**config.mk**
```make
export PLATFORM = sky130hd
export DESIGN_NAME = serial_add_ctrl
export DESIGN_NICKNAME = d
export VERILOG_FILES = /design/src/rtl/serial_add_ctrl.sv
export SDC_FILE = /design/constraint.sdc
export NUM_CORES = 1
export LEC_CHECK = 0
export CORE_MARGIN = 2
export CORE_UTILIZATION = 51
export DETAILED_ROUTE_END_ITERATION = 10
export MAX_ROUTING_LAYER = met4
export PLACE_DENSITY = 0.8
export SYNTH_ARGS = -nofsm -noshare
export SYNTH_HDL_FRONTEND = slang
export SYNTH_HIERARCHICAL = 1
export SYNTH_SLANG_ARGS = --single-unit
```
**constraint.sdc**
```tcl
create_clock -name Clock -period 3.83 [get_ports Clock]
set_input_delay 0.766 -clock Clock [delete_from_list [all_inputs] [get_ports Clock]]
set_output_delay 0.766 -clock Clock [all_outputs]
set_load 0.005 [all_outputs]
```
**src/rtl/serial_add_ctrl.sv**
```systemverilog
// serial_add_ctrl: nibble-serial adder/subtractor.
// One 4-bit ripple-carry slice is reused over NIBBLES clock cycles, least
// significant nibble first. The carry between nibbles is held in carry_r.
// Subtraction is a + ~b + 1: each B nibble is inverted and the carry seeds to 1.
// busy, done, sum, c_out and overflow all come straight from flops.

module serial_add_ctrl #(
  parameter int NIBBLES = 4
) (
  input  logic                   Clock,
  input  logic                   Resetn,
  input  logic                   start,
  input  logic [4*NIBBLES-1:0]   a,
  input  logic [4*NIBBLES-1:0]   b,
  input  logic                   c_in,
  input  logic                   sub,
  output logic                   busy,
  output logic                   done,
  output logic [4*NIBBLES-1:0]   sum,
  output logic                   c_out,
  output logic                   overflow
);

  localparam int W     = 4 * NIBBLES;
  localparam int IDX_W = (NIBBLES > 1) ? $clog2(NIBBLES) : 1;

  localparam logic [IDX_W-1:0] LAST_IDX = IDX_W'(NIBBLES - 1);
  localparam logic [IDX_W-1:0] IDX_ONE  = IDX_W'(1);

  localparam logic [1:0] IDLE = 2'd0;
  localparam logic [1:0] RUN  = 2'd1;
  localparam logic [1:0] DONE = 2'd2;

  // One full-adder cell: returns {carry_out, sum_bit}.
  function automatic logic [1:0] full_add(input logic x, input logic y, input logic ci);
    full_add = {(x & y) | (x & ci) | (y & ci), x ^ y ^ ci};
  endfunction

  logic [1:0]       state_r;
  logic [1:0]       next_state_s;
  logic [IDX_W-1:0] idx_r;
  logic             carry_r;
  logic [W-1:0]     a_r;
  logic [W-1:0]     b_r;
  logic             sub_r;
  logic [W-1:0]     sum_r;
  logic             c_out_r;
  logic             overflow_r;
  logic             busy_r;
  logic             done_r;

  logic             last_s;
  logic [3:0]       a_nib_s;
  logic [3:0]       b_eff_nib_s;
  logic [4:0]       chain_s;
  logic [3:0]       slice_sum_s;
  logic             overflow_s;

  assign last_s      = (idx_r == LAST_IDX);
  assign a_nib_s     = a_r[{idx_r, 2'b00} +: 4];
  assign b_eff_nib_s = b_r[{idx_r, 2'b00} +: 4] ^ {4{sub_r}};

  // The single shared 4-bit ripple-carry slice, fed by the current nibble.
  always_comb begin
    chain_s     = 5'b0_0000;
    slice_sum_s = 4'b0000;
    chain_s[0]  = carry_r;
    for (int i = 0; i < 4; i++) begin
      {chain_s[i+1], slice_sum_s[i]} = full_add(a_nib_s[i], b_eff_nib_s[i], chain_s[i]);
    end
  end

  // Signed overflow: operands share a sign and the result's sign differs.
  // Only meaningful on the last nibble, where slice bit 3 is bit W-1.
  always_comb begin
    if (a_r[W-1] == (b_r[W-1] ^ sub_r)) begin
      overflow_s = (slice_sum_s[3] != a_r[W-1]);
    end else begin
      overflow_s = 1'b0;
    end
  end

  // Next-state logic for the IDLE -> RUN -> DONE -> IDLE sequence.
  always_comb begin
    next_state_s = state_r;
    case (state_r)
      IDLE: begin
        if (start) begin
          next_state_s = RUN;
        end else begin
          next_state_s = IDLE;
        end
      end
      RUN: begin
        if (last_s) begin
          next_state_s = DONE;
        end else begin
          next_state_s = RUN;
        end
      end
      DONE:    next_state_s = IDLE;
      default: next_state_s = IDLE;
    endcase
  end

  // State register plus busy/done flops derived from the next state.
  always_ff @(posedge Clock or negedge Resetn) begin
    if (!Resetn) begin
      state_r <= IDLE;
      busy_r  <= 1'b0;
      done_r  <= 1'b0;
    end else begin
      state_r <= next_state_s;
      busy_r  <= (next_state_s != IDLE);
      done_r  <= (next_state_s == DONE);
    end
  end

  // Datapath: operand capture on start, one nibble per RUN edge.
  always_ff @(posedge Clock or negedge Resetn) begin
    if (!Resetn) begin
      idx_r      <= '0;
      carry_r    <= 1'b0;
      a_r        <= '0;
      b_r        <= '0;
      sub_r      <= 1'b0;
      sum_r      <= '0;
      c_out_r    <= 1'b0;
      overflow_r <= 1'b0;
    end else begin
      case (state_r)
        IDLE: begin
          if (start) begin
            a_r        <= a;
            b_r        <= b;
            sub_r      <= sub;
            carry_r    <= sub ? 1'b1 : c_in;
            idx_r      <= '0;
            sum_r      <= '0;
            c_out_r    <= 1'b0;
            overflow_r <= 1'b0;
          end else begin
            idx_r <= idx_r;
          end
        end
        RUN: begin
          sum_r[{idx_r, 2'b00} +: 4] <= slice_sum_s;
          carry_r                    <= chain_s[4];
          if (last_s) begin
            // Index returns to 0 rather than passing NIBBLES-1.
            idx_r      <= '0;
            c_out_r    <= chain_s[4];
            overflow_r <= overflow_s;
          end else begin
            idx_r <= idx_r + IDX_ONE;
          end
        end
        DONE: begin
          idx_r <= idx_r;
        end
        default: begin
          idx_r <= '0;
        end
      endcase
    end
  end

  assign busy     = busy_r;
  assign done     = done_r;
  assign sum      = sum_r;
  assign c_out    = c_out_r;
  assign overflow = overflow_r;

  serial_add_ctrl_chk #(
    .IDX_W    (IDX_W),
    .LAST_IDX (LAST_IDX)
  ) u_chk (
    .clk   (Clock),
    .rst_n (Resetn),
    .state (state_r),
    .idx   (idx_r),
    .busy  (busy_r),
    .done  (done_r)
  );

endmodule

// serial_add_ctrl_chk: protocol properties of the serial adder controller.
module serial_add_ctrl_chk #(
  parameter int               IDX_W    = 2,
  parameter logic [IDX_W-1:0] LAST_IDX = '1
) (
  input logic             clk,
  input logic             rst_n,
  input logic [1:0]       state,
  input logic [IDX_W-1:0] idx,
  input logic             busy,
  input logic             done
);

  a_idx_range: assert property (@(posedge clk) disable iff (!rst_n) idx <= LAST_IDX);
  a_state_legal: assert property (@(posedge clk) disable iff (!rst_n) state != 2'd3);
  a_busy_state: assert property (@(posedge clk) disable iff (!rst_n) busy == (state != 2'd0));
  a_done_busy: assert property (@(posedge clk) disable iff (!rst_n) done |-> busy);
  a_done_pulse: assert property (@(posedge clk) disable iff (!rst_n) done |=> !done);

endmodule

```
==> results of run 1 <==
power groups by stage:
stage	sequential [mW]	combinational, mW	clock, mW
after floorplan	1.01	1.24	0
final	1.08	1.65	0.615
after global routing	1.12	1.84	0.658
after CTS	1.08	1.68	0.629
after detailed placement	1.10	1.67	0
after global placement	1.09	1.61	0
cell type report:
cell class / count / area [µm²] / area share, %
Multi-Input combinational cell: 106 / 1080 / 30.7
Clock buffer: 11 / 141 / 4.03
Timing Repair Buffer: 60 / 586 / 16.7
Sequential cell: 58 / 1450 / 41.4
Inverter: 24 / 90.1 / 2.57
Tap cell: 70 / 87.6 / 2.50
Clock inverter: 5 / 77.6 / 2.21
logic make-up after synthesis:
family	synth area share, %
XOR/XNOR	1.62
adder cells (fa/ha/maj)	4.83
AO/OA/AOI/OAI	6.26
multiplexers	21.3
AND/OR/NAND/NOR	5.94
flip-flops	53.8
buffers and inverters	6.26
final timing paths:
kind	start	endpoint	slack, ns	depth (start not counted)
min in group asynchronous	Resetn	sum[0]	0.56	1
worst max-delay path	idx_r[0]	overflow	0.56	11
max in group asynchronous	Resetn	a_r[12]	2.51	2
worst min-delay path	c_out	c_out	0.49	1
worst min register to register	c_out	c_out	0.49	1
worst max register to register	idx_r[0]	overflow	0.56	11
critical path, cell delays in order, from the launching register on:
cell and delay (ns):
dfrtp_1 0.37, mux4_2 0.52, xnor2_1 0.15, fa_1 0.39
fa_1 0.37, inv_1 0.08, fa_1 0.16, inv_1 0.05
fa_1 0.52, or2_2 0.31, mux2i_1 0.15, a22o_1 0.14
synthesized netlist by cell type, drive strengths merged:
cell / number / area [µm²]
dfrtp: 58 / 1450
mux2: 34 / 383
inv: 24 / 90.1
o22ai: 14 / 87.6
buf: 9 / 78.8
mux4: 8 / 180
nand2: 7 / 26.3
nor2: 5 / 21.3
a21oi: 4 / 20.0
fa: 4 / 80.1
ha: 4 / 50.1
nand2b: 4 / 25.0
o2bb2ai: 4 / 35.0
xnor2: 4 / 35.0
or4: 3 / 33.8
and3b: 2 / 17.5
a221o: 1 / 10.0
a22o: 1 / 8.76
mux2i: 1 / 10.0
nand3: 1 / 5.00
nand4: 1 / 6.26
nor3b: 1 / 18.8
o31ai: 1 / 7.51
or2: 1 / 6.26
xor2: 1 / 8.76
metal layers:
layer / vias to the layer above / GRT usage (%) / wire length, µm
met3: 5 / 5.41 / 227
met2: 53 / 31.9 / 2670
li1: 817 / - / -
met4: 0 / 8.73 / 68
met1: 852 / 25.7 / 2290
met5: - / - / 0
layout by cell type (no fill, tap or decap):
cell type,Yosys,final
o31ai_1,1,1
nor2_1,4,4
xor2_1,1,1
clkinvlp_4,0,1
clkinv_2,0,2
mux4_2,8,8
buf_2,3,1
dfrtp_1,58,58
a221o_1,1,1
nand4_1,1,1
or4_4,3,3
clkbuf_1,0,1
and3b_1,2,2
clkdlybuf4s50_1,0,55
clkbuf_8,0,10
nor2_2,1,1
nand3_1,1,1
o22ai_1,14,14
fa_1,4,4
mux2_2,31,31
or2_2,1,1
xnor2_1,4,4
ha_1,4,4
mux2_1,3,3
nand2b_1,4,4
bufinv_16,0,2
mux2i_1,1,1
nand2_1,7,7
o2bb2ai_1,4,4
nor3b_4,1,1
a21oi_1,4,4
inv_1,24,24
a22o_1,1,1
buf_4,1,4
state kept, by name, summed over array words and instances, names as in the netlist:
name	count
a_r	16
b_r	16
sum	16
idx_r	2
state_r	2
busy	1
c_out	1
carry_r	1
done	1
overflow	1
sub_r	1
==> metrics.md, run 1 <==
| Metric | Value |
|---|---|
| Status | finished, final reports clean |
| Clk_lat worst skew | 0.33 ns |
| Peak Freq | just over 0.3 GHz |
| Count of cell types in the netlist | 29 |
| Crit-path max FO | 6 |
| Final hold slack | ~0.5 ns |
| # Post-CTS Setup Buffers | 0 |
| Pwr dens | approximately 950 nW/µm² |
| Final setup fails | 0 |
| Placed Cells | between 300 and 400 |
| Pint | around 2.1 mW |
| Final cell count without fillers | 334 |
| # fillers | 367 |
| Die Y | 76.7 µm |
| Net Sw Power | 1.22 mW |
| Sequential area share after synthesis | 53.8% |
| Synthesis-stage register bit count | 58 |
| First-iteration detailed-routing DRC count | 66 |
| Final worst setup slack | 0.558 ns |
| Core area | 5110 µm² |
| Chip width | 76.7 µm |
| Design area | 3510 µm² |
| RSZ-0062 raised after global routing | false |
| Setup slack at placement | 0.561 ns |
| Relative slew slack | ~40% |
| Clock root cell | clkbuf_8 |
| All-Layer GR Usage | 20.6% |
| Number of diodes | 0 |
| Synthesis-to-finish area growth | 30.2% |
| Detail Route Antenna Nets | 0 |
| Syn Inst Count | 197 |
| Total grt overflow | 0 |
| CP arrival | 3.55 ns |
| Drc violations | 0 |
| Slew @ Worst Pin | 0.898 ns |
| Sw frac | between 30% and 40% |
| Initial antenna violation count | 0 |
| Final WL | 5250 µm |
| Clock Path Buffers | 2 |
| Net count of the mapped netlist | 242 |
| CTS tree | built |
| Final Max Slew Viols | 0 |
| Largest net degree at the start of global routing | 43 |
| Mapped Area | 2700 µm² |
| Clock Sinks | 58 |
| Via count | 1727 |
| # rows | 26 |
| CTS clk-pin slew, worst paths | approximately 0.070 ns |
| Drt pass-1 iters | 4 |
| Final hold violations | 0 |
| # IOs | 57 |
| Critical Path RT | roughly 4.1 ns |
| Post-route core utilization | 68.7% |
| Number of global-route vias before repair | 1842 |
| Post-DP HPWL | 3790 µm |
| Setup TNS | 0 ns |
| Min-Delay Path Class | reg -> reg |
| Logic pwr share | between 40% and 50% |
| VDD IR max | 0.481 mV |
| CTS buffer count | 9 |
| Clk pwr share | 18.4% |
| Crit start category | flop |
| Tmin final | 3.27 ns |
| Max Cap Viol | 0 |
| Post-CTS sizing | 0 |
| Ys Warns | 6 |
| CTS H-tree lvls | 3 |
| Power after layout | 3.35 mW |
| WL/cell | 15.7 µm |
| IO Port Bufs | 56 |
| Initial Utilization | 52.8% |
| Fin crit share | 85.4% |
| Share of cells above drive strength 1 | 24.6% |
| First-pass GRT wire length | 8940 µm |
| Nets | 304 |
| Setup CP Type | reg -> reg |
| Syn avg cell area | 13.7 µm² |
| Die area | between 5000 and 6000 µm² |
| Placed inst area | about 3300 µm² |
| Final GP Congestion | 0.819 |
| Via density per instance | 5.17 |
| Hold_buf cts | 0 |
| LEAKAGE | 1.49 nW |
| Clock Skew | 0.00699 ns |
| CP endpoint kind | flop |
| Sequential Power Share | approximately a third |
No activity file was read; power rests on OpenSTA's default activity.
==> run 2, diff against run 1 <==
--- a/config.mk
+++ b/config.mk
@@ -7,8 +7,7 @@
 export LEC_CHECK = 0
 export CORE_MARGIN = 2
-export CORE_UTILIZATION = 51
+export CORE_UTILIZATION = 25
 export DETAILED_ROUTE_END_ITERATION = 10
 export MAX_ROUTING_LAYER = met4
-export PLACE_DENSITY = 0.8
 export SYNTH_ARGS = -nofsm -noshare
 export SYNTH_HDL_FRONTEND = slang
==> constraint.sdc (replaced) <==
create_clock -name Clock -period 3.83 [get_ports Clock]
set_input_delay 0.766 -clock Clock [delete_from_list [all_inputs] [get_ports Clock]]
set_output_delay 0.766 -clock Clock [all_outputs]
set_load 0.02 [all_outputs]
==> run 2 against run 1 <==
Die area rose by 98%. Clock skew is 0.00053 ns lower. Worst hold slack got worse by 0.023 ns.
==> metrics.md, run 2 (synthesis gave the netlist of run 1 again) <==
| Metric | Value |
|---|---|
| # rows | 37 (+42%) |
| Setup crit start | idx_r[0] |
| Drc violations | 0 (unchanged) |
| Clock Sinks | 58 (unchanged) |
| Detail Route Antenna Nets | 0 (unchanged) |
| CP max stage delay | 0.54 ns (+0.02 ns) |
| Clock root cell | clkbuf_8 |
| Largest net degree at the start of global routing | 35 (-19%) |
| Total grt overflow | 0 (unchanged) |
| Design area | 3560 µm² (+1.6%) |
| Buf+Inv Stages, Crit Path | 2 (unchanged) |
| Hold_buf cts | 0 (unchanged) |
| Chip width | 108 µm (+41%) |
| Die Y | 108 µm (+41%) |
| Final cell count without fillers | 398 (+19%) |
| Post-CTS sizing | 0 (unchanged) |
| Final GP Congestion | 0.738 (-9.9%) |
| # fillers | 1055 (+190%) |
| Clock Skew | 0.00646 ns (-0.000530 ns) |
| First-iteration detailed-routing DRC count | 53 (-20%) |
| LEAKAGE | 1.48 nW (-0.55%) |
| Cell breakdown of the critical path | mux4_2, xnor2_1, fa_1, fa_1, inv_1, fa_1, inv_1, fa_1, or2_2, mux2i_1, a22o_1 |
| Final hold slack | 0.470 ns (-0.0227 ns) |
| CTS buffer count | 9 (unchanged) |
| Final WL | 5680 µm (+8.2%) |
| CTS H-tree lvls | 3 (unchanged) |
| Crit-path max FO | 6 (unchanged) |
| Max Cap Viol | 0 (unchanged) |
| WL/cell | 14.3 µm (-9.2%) |
| RSZ-0062 raised after global routing | false |
| Initial Utilization | 25.9% (-27 points) |
| Multi-input logic area | 1080 µm² (unchanged) |
| First-pass GRT wire length | 9460 µm (+5.8%) |
| Tmin final | 3.27 ns (-0.00486 ns) |
| Clock Path Buffers | 2 (unchanged) |
| Pwr dens | 955 nW/µm² (about the same) |
| CP endpoint kind | flop |
| Placed inst area | 3370 µm² (+2.5%) |
| Post-DP HPWL | 4290 µm (+13%) |
| Nets | 304 (unchanged) |
| Initial antenna violation count | 0 (unchanged) |
| Setup TNS | 0 ns (unchanged) |
| Crit path max-delay family | adder cells |
| VDD IR max | 0.402 mV (-16%) |
| All-Layer GR Usage | 11.2% (-9.4 points) |
| Min-Delay Path Class | in -> async |
| Via density per instance | 4.31 (-17%) |
| IO Port Bufs | 56 (unchanged) |
| Register area | 1450 µm² (unchanged) |
| Final setup fails | 0 (unchanged) |
| CP arrival | 3.54 ns (about the same) |
| CTS tree | built |
| Number of global-route vias before repair | 1833 (-0.49%) |
| Reg2reg start | idx_r[0] |
| Synthesis-to-finish area growth | 32.2% |
| R2r setup slk | 0.56 ns (about the same) |
| CP most frequent cell | fa_1 |
| Number of diodes | 0 (unchanged) |
| Die area | 11600 µm² (+98%) |
| Core area | 10400 µm² (+100%) |
| Clk_lat worst skew | 0.33 ns (about the same) |
| Setup CP Type | reg -> reg |
| Commonest non-fill, non-tap cells in the layout | 58 x dfrtp_1, 55 x clkdlybuf4s50_1, 31 x mux2_2 |
| Peak Freq | 0.306 GHz (+0.15%) |
| CTS clk-pin slew, worst paths | 0.06 ns (about the same) |
| Commonest non-fill, non-tap cell in the layout | dfrtp_1 |
| Crit-path slowest cell | fa_1 |
| Drt pass-1 iters | 4 (unchanged) |
| Status | finished, final reports clean |
| Fin crit share | 85.3% (-0.13 points) |
| Final hold violations | 0 (unchanged) |
| Power after layout | 3.40 mW (+1.6%) |
| Crit start category | flop |
| # Post-CTS Setup Buffers | 0 (unchanged) |
| Final Max Slew Viols | 0 (unchanged) |
| Post-route core utilization | 34.2% (-34 points) |
| Final worst setup slack | 0.563 ns (+0.00486 ns) |
| # IOs | 57 (unchanged) |
| Placed Cells | 384 (+21%) |
| Critical Path RT | 4.10 ns (about the same) |
| Setup slack at placement | 0.535 ns (-0.0265 ns) |
| Relative slew slack | 54.7% (+15 points) |
| Slew @ Worst Pin | 0.679 ns (-0.219 ns) |
| Via count | 1717 (-0.58%) |
| Share of cells above drive strength 1 | 24.4% (-0.19 points) |
-- run 2: changes by cell type in the layout (fill, tap and decap cells not counted) --
cell / before / now
clkinvlp_4: 1 / 0
bufinv_16: 2 / 1
clkbuf_1: 1 / 0
clkbuf_8: 10 / 11
-- run 2: final timing paths --
| path | end | depth (start not counted) |
|---|---|---|
| worst max-delay path | overflow | 11 |
| worst min-delay path | sum[1] | 1 |
| worst max register to register | overflow | 11 |
| worst min register to register | sum[14] | 1 |
| max in group asynchronous | b_r[13] | 2 |
| min in group Clock | sum[14] | 1 |
-- run 2: worst register-to-register path, cell delays in order, from the launching register on --
cell and delay, ns:
dfrtp_1 0.38, mux4_2 0.53, xnor2_1 0.15, fa_1 0.38
fa_1 0.37, inv_1 0.07, fa_1 0.16, inv_1 0.05
fa_1 0.54, or2_2 0.32, mux2i_1 0.13, a22o_1 0.14
-- run 2: cell type report --
cell class | count | area share (%)
repair buffers | 60 | 16.4
flip-flops and latches | 58 | 40.7
well taps | 136 | 4.77
inverters | 24 | 2.53
clock inverters | 3 | 1.12
clock buffers | 11 | 4.25
multi-input cells | 106 | 30.2
-- run 2: report_power, final --
part           switching (mW)  internal [mW]
sequential              0.182          0.888
combinational           0.908          0.877
clock                   0.223          0.326
total                    1.31           2.09
-- run 2: routing by layer --
metal	share of wire, %	wire length, µm	vias up	global-route usage (%)
li1	-	-	814	-
met1	46	2640	838	14.0
met2	48	2730	55	16.8
met3	4.4	250	10	3.75
met4	1.2	66	0	4.40
met5	0	0	-	-
==> run 3, diff against run 2 <==
- REMOVE_ABC_BUFFERS: unset -> 1
- SKIP_CTS_REPAIR_TIMING: unset -> 1
==> run 3 against run 2 <==
Clock-buffer cell count unchanged. Combinational power about the same. Clock power up 3.8%. Register-to-register slack better by 0.03 ns. Critical path depth unchanged. Design area up 0.35%. Largest cell class unchanged. Largest power group unchanged.
==> metrics.md, run 3 (synthesis gave the netlist of run 1 again) <==
| Metric | Value |
|---|---|
| R2r setup slk | 0.59 ns (+0.03 ns) |
| R2R depth | 11 (unchanged) |
| Clock root cell | clkbuf_8 |
| # IOs | 57 (unchanged) |
| Drc violations | 0 (unchanged) |
| Final worst setup slack | 0.588 ns (+0.0253 ns) |
| Clk pwr share | 16.7% (+0.6 points) |
| # rows | 37 (unchanged) |
| Register area | 1450 µm² (unchanged) |
| All-Layer GR Usage | 11.2% (-0.022 points) |
| Routed length on met2 | 2640 µm (-3.3%) |
| Commonest non-fill, non-tap cells in the layout | 58 x dfrtp_1, 55 x clkdlybuf4s50_1, 31 x mux2_2 |
| Critical Path RT | 4.11 ns (about the same) |
| Setup CP Type | reg -> reg |
| Peak Freq | 0.308 GHz (+0.78%) |
| Number of diodes | 0 (unchanged) |
| CP max stage delay | 0.53 ns (about the same) |
| Detail Route Antenna Nets | 0 (unchanged) |
| Final setup fails | 0 (unchanged) |
| CTS buffer count | 9 (unchanged) |
| CP endpoint kind | flop |
| Crit start category | flop |
| CTS H-tree lvls | 3 (unchanged) |
| Setup crit start | idx_r[0] |
| Buf+Inv Stages, Crit Path | 2 (unchanged) |
| Core area | 10400 µm² (unchanged) |
| Via count | 1752 (+2.0%) |
| Clock Skew | 0.00497 ns (-0.00149 ns) |
| Crit path max-delay family | adder cells |
| R2R Path End | overflow |
| Crit-path max FO | 6 (unchanged) |
| Share of cells above drive strength 1 | 25.0% (+0.57 points) |
| IO Port Bufs | 56 (unchanged) |
| Pint | 2.09 mW (-0.18%) |
| CP most frequent cell | fa_1 |
| Logic pwr share | 51.8% (-0.6 points) |
| # fillers | 1059 (+0.38%) |
| Crit-path slowest cell | fa_1 |
| Min-Delay Path Class | reg -> reg |
| WL/cell | 14.3 µm (-0.17%) |
| Largest net degree at the start of global routing | 46 (+31%) |
| CTS tree | built |
| Net Sw Power | 1.32 mW (+0.23%) |
| Tmin final | 3.24 ns (-0.0253 ns) |
| Critical Path Sink | overflow |
| Clk_lat worst skew | 0.33 ns (about the same) |
| Max Cap Viol | 0 (unchanged) |
| Wire length on met3 | 331 µm (+32%) |
| Multi-input logic area | 1080 µm² (unchanged) |
| Clock Path Buffers | 2 (unchanged) |
| Nets | 304 (unchanged) |
| CTS clk-pin slew, worst paths | 0.07 ns (about the same) |
| Relative slew slack | 35.0% (-20 points) |
| Sw frac | 38.7% (+0.099 points) |
| Cell breakdown of the critical path | mux4_2, xnor2_1, fa_1, fa_1, inv_1, fa_1, inv_1, fa_1, or2_2, mux2i_1, a22o_1 |
| Final WL | 5700 µm (+0.33%) |
| Status | finished, final reports clean |
| LEAKAGE | 1.49 nW (+0.27%) |
| Initial Utilization | 25.9% (unchanged) |
| Sequential Power Share | 31.5% (about the same) |
| Initial antenna violation count | 0 (unchanged) |
| Chip width | 108 µm (unchanged) |
| First-iteration detailed-routing DRC count | 59 (+11%) |
| Via density per instance | 4.38 (+1.5%) |
| Reg2reg start | idx_r[0] |
| Final GP Congestion | 0.778 (+5.4%) |
| Clock Sinks | 58 (unchanged) |
| Die Y | 108 µm (unchanged) |
| Post-DP HPWL | 4290 µm (+0.11%) |
| Placed inst area | 3370 µm² (unchanged) |
| Synthesis-to-finish area growth | 32.7% |
| Fin crit share | 84.6% (-0.66 points) |
| Total grt overflow | 0 (unchanged) |
| Pwr dens | 951 nW/µm² (-0.37%) |
| Setup slack at placement | 0.596 ns (+0.0615 ns) |
| VDD IR max | 0.350 mV (-13%) |
| Commonest non-fill, non-tap cell in the layout | dfrtp_1 |
| Final hold slack | 0.482 ns (+0.0125 ns) |
| Top Layer Used | met4 |
| RSZ-0062 raised after global routing | false |
| Setup TNS | 0 ns (unchanged) |
| Die area | 11600 µm² (unchanged) |
| WL met1 | 2690 µm (+1.8%) |
| Final Max Slew Viols | 0 (unchanged) |
| Drt pass-1 iters | 4 (unchanged) |
| Design area | 3580 µm² (+0.35%) |
| Final hold violations | 0 (unchanged) |
| CP arrival | 3.52 ns (-0.02 ns) |
| Number of global-route vias before repair | 1876 (+2.3%) |
| Levels on crit path | 11 (unchanged) |
| Slew @ Worst Pin | 0.974 ns (+0.296 ns) |
| First-pass GRT wire length | 9490 µm (+0.37%) |
==> run 3: changes by cell type in the layout (fill, tap and decap cells not counted), sizes merged <==
cell | before | now
clkinvlp | 0 | 1
clkinv | 2 | 3
==> run 3: power by group through the flow <==
stage	Clock, mW	Combinational, mW	Sequential, mW
detailed placement	0	1.77	1.09
global placement	0	1.74	1.09
floorplan	0	1.13	1.14
finish	0.570	1.76	1.07
CTS	0.587	1.78	1.08
global route	0.613	1.93	1.11
==> run 3: how the worst min path moves through the flow <==
stage / start / end / slack (ns) / depth (start not counted)
floorplan: b_r[8] / b_r[8] / 0.45 / 1
global placement: b_r[8] / b_r[8] / 0.47 / 1
detailed placement: b_r[8] / b_r[8] / 0.47 / 1
CTS: b_r[8] / b_r[8] / 0.49 / 1
global route: b_r[8] / b_r[8] / 0.50 / 1
finish: b_r[8] / b_r[8] / 0.48 / 1
==> run 3: area by class of cell <==
type                       count  area share (%)
clock buffer                  11            4.23
timing repair buffer          60            16.4
inverter                      24            2.52
tap                          136            4.76
sequential                    58            40.6
multi-input combinational    106            30.1
clock inverter                 5            1.47
==> run 3: stage by stage <==
stage	utilization (%)	std cells	power, mW
after floorplan	-	188	2.27
after global placement	32.4	384	2.82
after detailed placement	32.4	384	2.86
after CTS	34.3	400	3.44
after global routing	34.3	400	3.65
final	34.3	400	3.40
==> run 3: worst register-to-register path, delay by kind of cell (launching register included) <==
family,cells,cell delay [ns]
XOR/XNOR,1,0.16
multiplexers,2,0.66
adder cells (fa/ha/maj),4,1.43
flip-flops,1,0.37
AND/OR/NAND/NOR,1,0.31
buffers and inverters,2,0.12
AO/OA/AOI/OAI,1,0.14
==> run 3: routing by layer <==
layer / GRT usage (%) / vias up
met3: 4.24 / 8
li1: - / 821
met2: 16.1 / 57
met1: 14.4 / 866
met5: - / -
met4: 4.03 / 0
